==> src/rtl/mem_bridge.sv <==
// Memory-side slave of the core byte bus: sequences one RAM (or I/O page) access per
// request and holds m_wait until data is valid. Optional I/O page: DUST16_MMIO_EN.
module mem_bridge #(
  parameter int                 ADR_TOP     = 15,
  parameter int                 RAM_AW      = 12,
  parameter int                 WAIT_STATES = 0,
  parameter logic [ADR_TOP-8:0] IO_PAGE     = 8'hFF
) (
  input  logic              clk,
  input  logic              rst,
  input  logic              m_req,
  input  logic              m_wr,
  input  logic [ADR_TOP:0]  m_addr,
  input  logic [7:0]        m_outdata,
  output logic [7:0]        m_indata,
  output logic              m_wait,
  output logic              ram_en,
  output logic              ram_we,
  output logic [RAM_AW-1:0] ram_addr,
  output logic [7:0]        ram_wdata,
  input  logic [7:0]        ram_rdata,
  output logic [7:0]        io_out,
  input  logic [7:0]        io_in
);

  typedef enum logic [1:0] {S_IDLE, S_WAIT, S_ACK} state_t;

  state_t     r_state, w_next;
  logic [3:0] r_cnt;
  logic       r_wr, r_io, r_first, r_rvld;
  logic [7:0] r_indata, w_io_rd;
  logic       w_start, w_io_sel;

  assign w_start = (r_state == S_IDLE) && m_req;

`ifdef DUST16_MMIO_EN
  logic [7:0]      r_io_out, r_off;
  logic [1:0][7:0] r_sync;

  assign w_io_sel = (m_addr[ADR_TOP:8] == IO_PAGE);
  assign io_out   = r_io_out;

  always_comb begin
    w_io_rd = 8'h00;
    case (r_off)
      8'h00:   w_io_rd = r_io_out;
      8'h01:   w_io_rd = r_sync[1];
      default: w_io_rd = 8'h00;
    endcase
  end

  always_ff @(posedge clk or negedge rst) begin
    if (!rst) begin
      r_io_out <= '0;
      r_off    <= '0;
      r_sync   <= '0;
    end else begin
      r_sync <= {r_sync[0], io_in};
      if (w_start) begin
        r_off <= m_addr[7:0];
        if (w_io_sel && m_wr && (m_addr[7:0] == 8'h00)) r_io_out <= m_outdata;
      end
    end
  end
`else
  logic w_unused;
  assign w_unused = ^{io_in, m_addr[ADR_TOP:RAM_AW]};
  assign w_io_sel = 1'b0;
  assign w_io_rd  = 8'h00;
  assign io_out   = 8'h00;
`endif

  always_ff @(posedge clk or negedge rst) begin
    if (!rst) begin
      r_state <= S_IDLE;
      r_cnt   <= '0;
    end else begin
      r_state <= w_next;
      if (w_start)                                r_cnt <= 4'(WAIT_STATES);
      else if (r_state == S_WAIT && r_cnt != '0) r_cnt <= r_cnt - 4'd1;
    end
  end

  always_comb begin
    w_next = r_state;
    m_wait = 1'b0;
    case (r_state)
      S_IDLE: begin
        m_wait = m_req;
        if (m_req) w_next = S_WAIT;
      end
      S_WAIT: begin
        m_wait = 1'b1;
        if (r_cnt == '0) w_next = S_ACK;
      end
      S_ACK:   w_next = S_IDLE;
      default: w_next = S_IDLE;
    endcase
  end

  // RAM read data lands the cycle after ram_en (r_rvld); it is passed straight
  // through that cycle so a zero-wait access still acks with valid data.
  always_ff @(posedge clk or negedge rst) begin
    if (!rst) begin
      ram_en    <= 1'b0;
      ram_we    <= 1'b0;
      ram_addr  <= '0;
      ram_wdata <= '0;
      r_wr      <= 1'b0;
      r_io      <= 1'b0;
      r_first   <= 1'b0;
      r_rvld    <= 1'b0;
      r_indata  <= '0;
    end else begin
      ram_en  <= 1'b0;
      ram_we  <= 1'b0;
      r_first <= 1'b0;
      r_rvld  <= ram_en & ~ram_we;
      if (w_start) begin
        ram_en    <= ~w_io_sel;
        ram_we    <= m_wr & ~w_io_sel;
        ram_addr  <= m_addr[RAM_AW-1:0];
        ram_wdata <= m_outdata;
        r_wr      <= m_wr;
        r_io      <= w_io_sel;
        r_first   <= 1'b1;
      end
      if (r_first && r_io && !r_wr) r_indata <= w_io_rd;
      if (r_rvld)                   r_indata <= ram_rdata;
    end
  end

  assign m_indata = r_rvld ? ram_rdata : r_indata;

endmodule

==> config.mk <==
export PLATFORM = sky130hd
export DESIGN_NAME = mem_bridge
export DESIGN_NICKNAME = d
export VERILOG_FILES = /design/src/rtl/mem_bridge.sv
export SDC_FILE = /design/constraint.sdc
export NUM_CORES = 1
export LEC_CHECK = 0
export CORE_UTILIZATION = 25
export CTS_CLUSTER_DIAMETER = 200
export DETAILED_ROUTE_END_ITERATION = 7
export GPL_TIMING_DRIVEN = 0
export PLACE_DENSITY_LB_ADDON = 0.12
export RECOVER_POWER = 50
export SYNTH_ARGS = -nofsm -noshare
export SYNTH_HDL_FRONTEND = slang
export SYNTH_SLANG_ARGS = --single-unit
==> constraint.sdc <==
create_clock -name clk -period 1.8 [get_ports clk]
set_input_delay 0.18 -clock clk [delete_from_list [all_inputs] [get_ports clk]]
set_output_delay 0.18 -clock clk [all_outputs]
set_load 0.005 [all_outputs]
# After elaboration in Yosys (flattened, before gate mapping)
# Cells that the tools add are included.
# totals
elab_cells,31
out_inout_bits,39
regBits,37
# op_classes
mux,10
addsub,1
n_eq_ne,3
n_bitwise,2
n_reduce_logical,7
# ops
operator,count
$mux W8,2
$mux W4,2
$logic_not A4 Y1,1
$mux W2,2
$pmux W2 S2,1
$reduce_bool A4 Y1,1
$sub A4 B1 Y4 const B,1
$eq A2 B1 Y1 const B,1
$logic_and A1 B1 Y1,2
$logic_not A2 Y1,1
$mux W1,2
$ne A2 B1 Y1 const B,1
$ne A2 B2 Y1 const B,1
$pmux W1 S2,1
$reduce_and A2 Y1,1
$reduce_bool A2 Y1,1
$and A1 B1 Y1,1
$not A1 Y1,1

# Logic depth before layout (Yosys ltp)
# Gate-level depths: netlist of the first run.
# logic_depth
ltp_word,4
mapped_depth,6

# Least setup slack after synthesis of the first run
# No wires, ideal clock.
# synth_timing
path_kind,register to register
from,register r_cnt[0]
to,register r_cnt[3]
path_stages_with_launch,4
setup_slack_ns,0.325
n_path_buf,0
synth_period_minus_slack_ns,1.475
arrival_ns,1.397
required_ns,1.723
cell_sequence,dfrtp_1 -> or4b_1 -> or4_1 -> a21oi_1
# synth_via
elab_chain_len,3
elab_cells_between_ends,6
classes_between,add/sub (1); mux (2); reduce/logical (3)
# synth_rtl
item,line,source
from (decl),29,logic [3:0] r_cnt;
from (signal assigned),79,if (w_start) r_cnt <= 4'(WAIT_STATES);
from (signal assigned),80,else if (r_state == S_WAIT && r_cnt != '0) r_cnt <= r_cnt - 4'd1;
$sub A4 B1 Y4 / $reduce_bool A4 Y1 (equally long branches),80,
$mux W4 / $logic_and A1 B1 Y1 (equally long branches),80,
$mux W4 / $reduce_bool A2 Y1 (equally long branches),--,
# Several ways; a longest one is shown, not always the timed one. The select of a mux whose other input is x is not followed.
# A chain may end at the register's enable or synchronous reset.

# Final worst setup path of the first run
# layout_timing
from,register r_rvld
to,output port m_indata[4]
# layout_via
elab_chain_len,1
# layout_rtl
item,line,source
from (decl),30,"logic r_wr, r_io, r_first, r_rvld;"
from (signal assigned),118,r_rvld <= ram_en & ~ram_we;
$mux W8,133,assign m_indata = r_rvld ? ram_rdata : r_indata;
to (decl),15,"output logic [7:0] m_indata,"
# No other way between the ends.

==> impl_metrics.ini, run 1 <==
[outcome]
status = completed

[logic_synthesis]
synthesis.instances = 148
ys_seq_area_share_pct = 60.9
ys.warnings.count = 0
async_reset_ff_share_pct = 100
ys_types = 23
yosys_register_bits = 37
synth_edf_count = 0
mappedNetlistArea_mm2 = 0.00152
avgSynthCellArea_um2 = 10.3
ys.flop_type = dfrtp_1

[setup_path]
slowest_stage = dfrtp_2
cp.arrival_ns = 1.56
max_stage_delay_ns = 0.47
end_kind = output pin
critPathKind = flip-flop to output pin
cp_cell_sequence = mux2_2 -> clkdlybuf4s50_1
crit_required_ns = 1.62
startpoint_type = flip-flop
worstPathMaxFanout = 8

[clocking]
root_buffer = clkbuf_8
clock_path_buffers = 2
cts_tree = done
cts_htree_levels = 2
hold_buffers = 0
cts_buffers = 5
clk-insertion-delay-late_ns = 0.28
clkTransAtPathRegs_ns = 0.07
cts.sinks = 37

[placement]
gp_congestion = 0.693
numPortBuffers = 62
dp_hpwl_um = 2300
dp_cells = 292

[floorplanning]
core_mm2 = 0.00589
die_y_um = 80.0
rows = 28
die_area_mm2 = 0.00640
fp.dieW_um = 80.0
initial_core_util_pct = 25.8
boundaryPins = 83

[timing]
min_period_ns = 1.74
fmax_mhz = 574
slew_violations = 0
worst_slew_pin_slew_ns = 0.932
timing.hold.ws_ns = 0.0262
fin_worst_skew_ns = 0.00221
rsz0062_at_grt = yes
setup_violations = 0
relSlewSlack_pct = 37.8
period_share_pct = 96.8
hold_viol_final = 0

[drt]
dr.pass1.iters = 3
routed_via_density = 3.90
avgRoutedWirePerCell_um = 10.6
drc = 0
routed_wirelength_um = 3180
vias = 1167
drt_iter0_markers = 40
ant_nets = 0

[global_routing]
overflow = 0
grt_pass1_wl_um = 5250
grt_pass1_vias = 1143
grt_usage_pct = 10.8
antenna_found_initial = 0
grt_max_degree = 38

[final_layout]
fin_cells = 299
mostFrequentLayoutCell = nand2_1
final_cell_mix = 64 x nand2_1, 60 x clkdlybuf4s50_1, 36 x dfrtp_1
area_delta_synth_final_pct = 53.7
antenna_cells = 0
post-route-util_pct = 39.7
nets = 269
final_layout_size_suffix_gt1_share_pct = 10.7

[pwr]
power.leakage_nw = 1.12
peakVddDrop_uv = 702
p_per_area_mw_per_mm2 = 1540

[flow_run]
cap_violations = 0

[min_path]
hold_path.class = input pin to async pin
[stage by stage]
stage	area (um^2)	setup WS, ns	power [W]	TNS [ns]
after floorplan	1550	0.325	0.00215	0
after global routing	2340	-0.0184	0.00394	-0.109
after detailed placement	2260	-0.0782	0.00310	-1.30
final	2340	0.0580	0.00360	0
after CTS	2340	0.0185	0.00367	0
after global placement	2260	-0.440	0.00309	-17.56
[final cells by class]
class	instances	area [um^2]
buffer	13	91.3
fill	609	3550
timing repair buffer	62	616
sequential	37	927
tap	75	93.8
clock buffer	6	72.6
inverter	3	16.3
clock inverter	2	10.0
multi-input combinational	101	509
[cell usage after synthesis, drive strengths merged, types with 2 or more instances]
cell type / n / share of area, %
inv: 3 / 1.1
nor2b: 3 / 1.2
or3b: 2 / 1.2
ha: 2 / 1.6
a21oi: 2 / 0.66
clkbuf: 4 / 0.99
nand2: 64 / 16
dfrtp: 37 / 61
mux2: 8 / 5.9
buf: 10 / 5.3
nor2: 3 / 0.74
mux2i: 2 / 1.3
[worst max-delay path: cells and delay by family, from the launching register on]
family / cells / cell delay, ns
buffers and inverters: 1 / 0.45
muxes: 1 / 0.37
DFF: 1 / 0.47
[where the power goes]
group	leakage, nW	switching, W	internal, W	total, W
sequential	0.456	0.000210	0.00123	0.00144
clock	0.0450	0.000279	0.000268	0.000547
combinational	0.619	0.000633	0.000983	0.00162
total	1.12	0.00112	0.00248	0.00360
[state kept, by name, indices dropped and copies added, names as in the netlist]
name       count
r_rvld         1
ram_wdata      8
r_indata       8
ram_addr      12
ram_we         1
r_state        2
r_first        1
r_cnt          4
[cell families (layout without fill, tap and decap cells)]
kind of cell    Yosys count  in the layout  synth area share [%]
compound gates            4              4                  1.40
fa+ha+maj                 2              2                  1.65
mux                      10             10                  7.24
simple gates             77             77                  21.2
buf+inv                  17             86                  7.32
flops                    37             37                  60.9
other cells               1              8                 0.247
[final timing paths]
| path | startpoint | to | slack [ns] | cells past startpoint |
|---|---|---|---|---|
| worst max-delay path | r_rvld | m_indata[4] | 0.06 | 2 |
| worst min-delay path | rst | r_indata[2] | 0.03 | 1 |
| worst max register to register | r_state[0] | ram_wdata[6] | 0.19 | 5 |
| worst min register to register | ram_we | r_rvld | 0.42 | 1 |
| max in group asynchronous | rst | r_rvld | 1.14 | 1 |
| min in group clk | ram_we | r_rvld | 0.42 | 1 |
[metal layers]
metal,vias to the layer above,global-route usage (%),routed length [um]
met4,0,3.21,25
met3,4,5.49,355
met1,524,12.6,1400
met5,-,0,0
met2,46,17.4,1400
li1,593,-,-
[repair_timing]
item,CTS,global route
setup buffers,0,0
endpoints found under the setup margin,8,8
gates resized for setup,1,4
(Power assumes the default switching activity.)
==> run 2, diff against run 1 <==
CORE_MARGIN = 3   (was not set)
CORE_UTILIZATION = 38   (was 25)
==> impl_metrics.ini, run 2 (same netlist as run 1, synthesis figures left out) <==
[clocking]
cts_buffers = 5
postCtsSetupRepairBufs = 0
clkTransAtPathRegs_ns = 0.06
clock_path_buffers = 2
cts_htree_levels = 2
cts.sinks = 37
cts_resized = 1
hold_buffers = 0
clk-insertion-delay-late_ns = 0.28
root_buffer = clkbuf_8
cts_tree = done

[drt]
drt_iter0_markers = 35
routed_wirelength_um = 3210
dr.pass1.iters = 4
avgRoutedWirePerCell_um = 11.8
ant_nets = 0
routed_via_density = 4.43
drc = 0
vias = 1200

[timing]
slew_violations = 0
tns_ns = 0
min_period_ns = 1.74
relSlewSlack_pct = 40.3
fin_worst_skew_ns = 0.00388
timing.hold.ws_ns = 0.0129
worst_slew_pin_slew_ns = 0.895
setup_violations = 0
fmax_mhz = 575
period_share_pct = 96.7
hold_viol_final = 0
rsz0062_at_grt = yes
setup_slack_ns = 0.0603

[global_routing]
grtUsageMet3_pct = 6.09
overflow = 0
met2_usage_pct = 23.2
grt_usage_pct = 14.9
antenna_found_initial = 0
grt_max_degree = 38
grtUsageMet1_pct = 18.0
grt_busiest_layer = met2
grt_pass1_wl_um = 5710
grt_pass1_vias = 1211

[final_layout]
area_delta_synth_final_pct = 51.7
reg_top3 = ram_addr x12, r_indata x8, ram_wdata x8
largest_register_ffs = 12
seqCellArea_um2 = 927
post-route-util_pct = 61.1
mostFrequentLayoutCell = nand2_1
num-fill-cells = 308
final_layout_size_suffix_gt1_share_pct = 11.7
nets = 269
top_register = ram_addr
final_cell_mix = 64 x nand2_1, 60 x clkdlybuf4s50_1, 36 x dfrtp_1
multi_input_area_um2 = 509
antenna_cells = 0

[placement]
dp_hpwl_um = 2490
pre_cts_ws_ns = -0.0529
gp_congestion = 0.782
numPortBuffers = 62

[pwr]
power.leakage_nw = 1.12
peakVddDrop_uv = 762
p_per_area_mw_per_mm2 = 1580
total_power_w = 0.00365

[setup_path]
r2r-end = ram_addr[2]
critPathKind = flip-flop to output pin
crit_required_ns = 1.62
reg2reg_depth = 5
path_buf_inv = 1
startpoint_type = flip-flop
cp_cell_sequence = mux2_2 -> clkdlybuf4s50_1
cp.arrival_ns = 1.56
worstPathMaxFanout = 8
r2r-start = r_state[0]
max_stage_delay_ns = 0.46
slowest_stage = dfrtp_2
r2r_slack_ns = 0.23
cp_top_family = flip-flops
end_kind = output pin

[floorplanning]
die_y_um = 69.3
core_mm2 = 0.00377
boundaryPins = 83
rows = 22
die_area_mm2 = 0.00480
initial_core_util_pct = 40.3
fp.dieW_um = 69.3

[min_path]
hold_path.class = input pin to async pin

[flow_run]
cap_violations = 0

[outcome]
status = completed
[run 2: cell types whose count changed in the layout (fill, tap and decap cells not counted), sizes merged]
cell,previous run,this run
clkbuf,10,11
clkinv,2,0
[run 2: cell type report]
type,instances,share of cell area [%]
inverter,3,0.705
multi-input combinational,101,22.1
buffer,13,3.96
timing repair buffer,62,26.7
tap,48,2.60
clock buffer,7,3.74
sequential,37,40.2
[run 2: routing by layer]
layer  up-vias  share of wire (%)  routed length (um)
li1        597                  -                   -
met2        50                 48                1540
met4         0                1.1                  36
met5         -                  0                   0
met3         4                9.2                 294
met1       549                 42                1340
[run 2: worst max path at each step]
stage | endpoint | cells past startpoint | from
global placement | ram_addr[2] | 1 | rst
floorplan | r_cnt[3] | 3 | r_cnt[0]
CTS | m_indata[5] | 2 | r_rvld
detailed placement | ram_wdata[2] | 6 | m_req
finish | m_indata[6] | 2 | r_rvld
global route | m_indata[6] | 2 | r_rvld
[run 2: metrics by stage]
step | std cells | area, um^2
6_report | 271 | 2310
5_1_grt | 271 | 2310
4_1_cts | 271 | 2310
3_5_place_dp | 265 | 2220
3_3_place_gp | 265 | 2230
2_1_floorplan | 155 | 1550
[run 2: power breakdown]
| group | switching (W) | internal (W) |
|---|---|---|
| registers | 0.000220 | 0.00123 |
| clock network | 0.000261 | 0.000303 |
| logic | 0.000642 | 0.000996 |
| total | 0.00112 | 0.00253 |
==> run 3, diff against run 2 <==
CAP_MARGIN = 25   (was not set)
==> results of run 3 <==
Same layout as run 2: the final DEF is identical, and so are final timing and power.
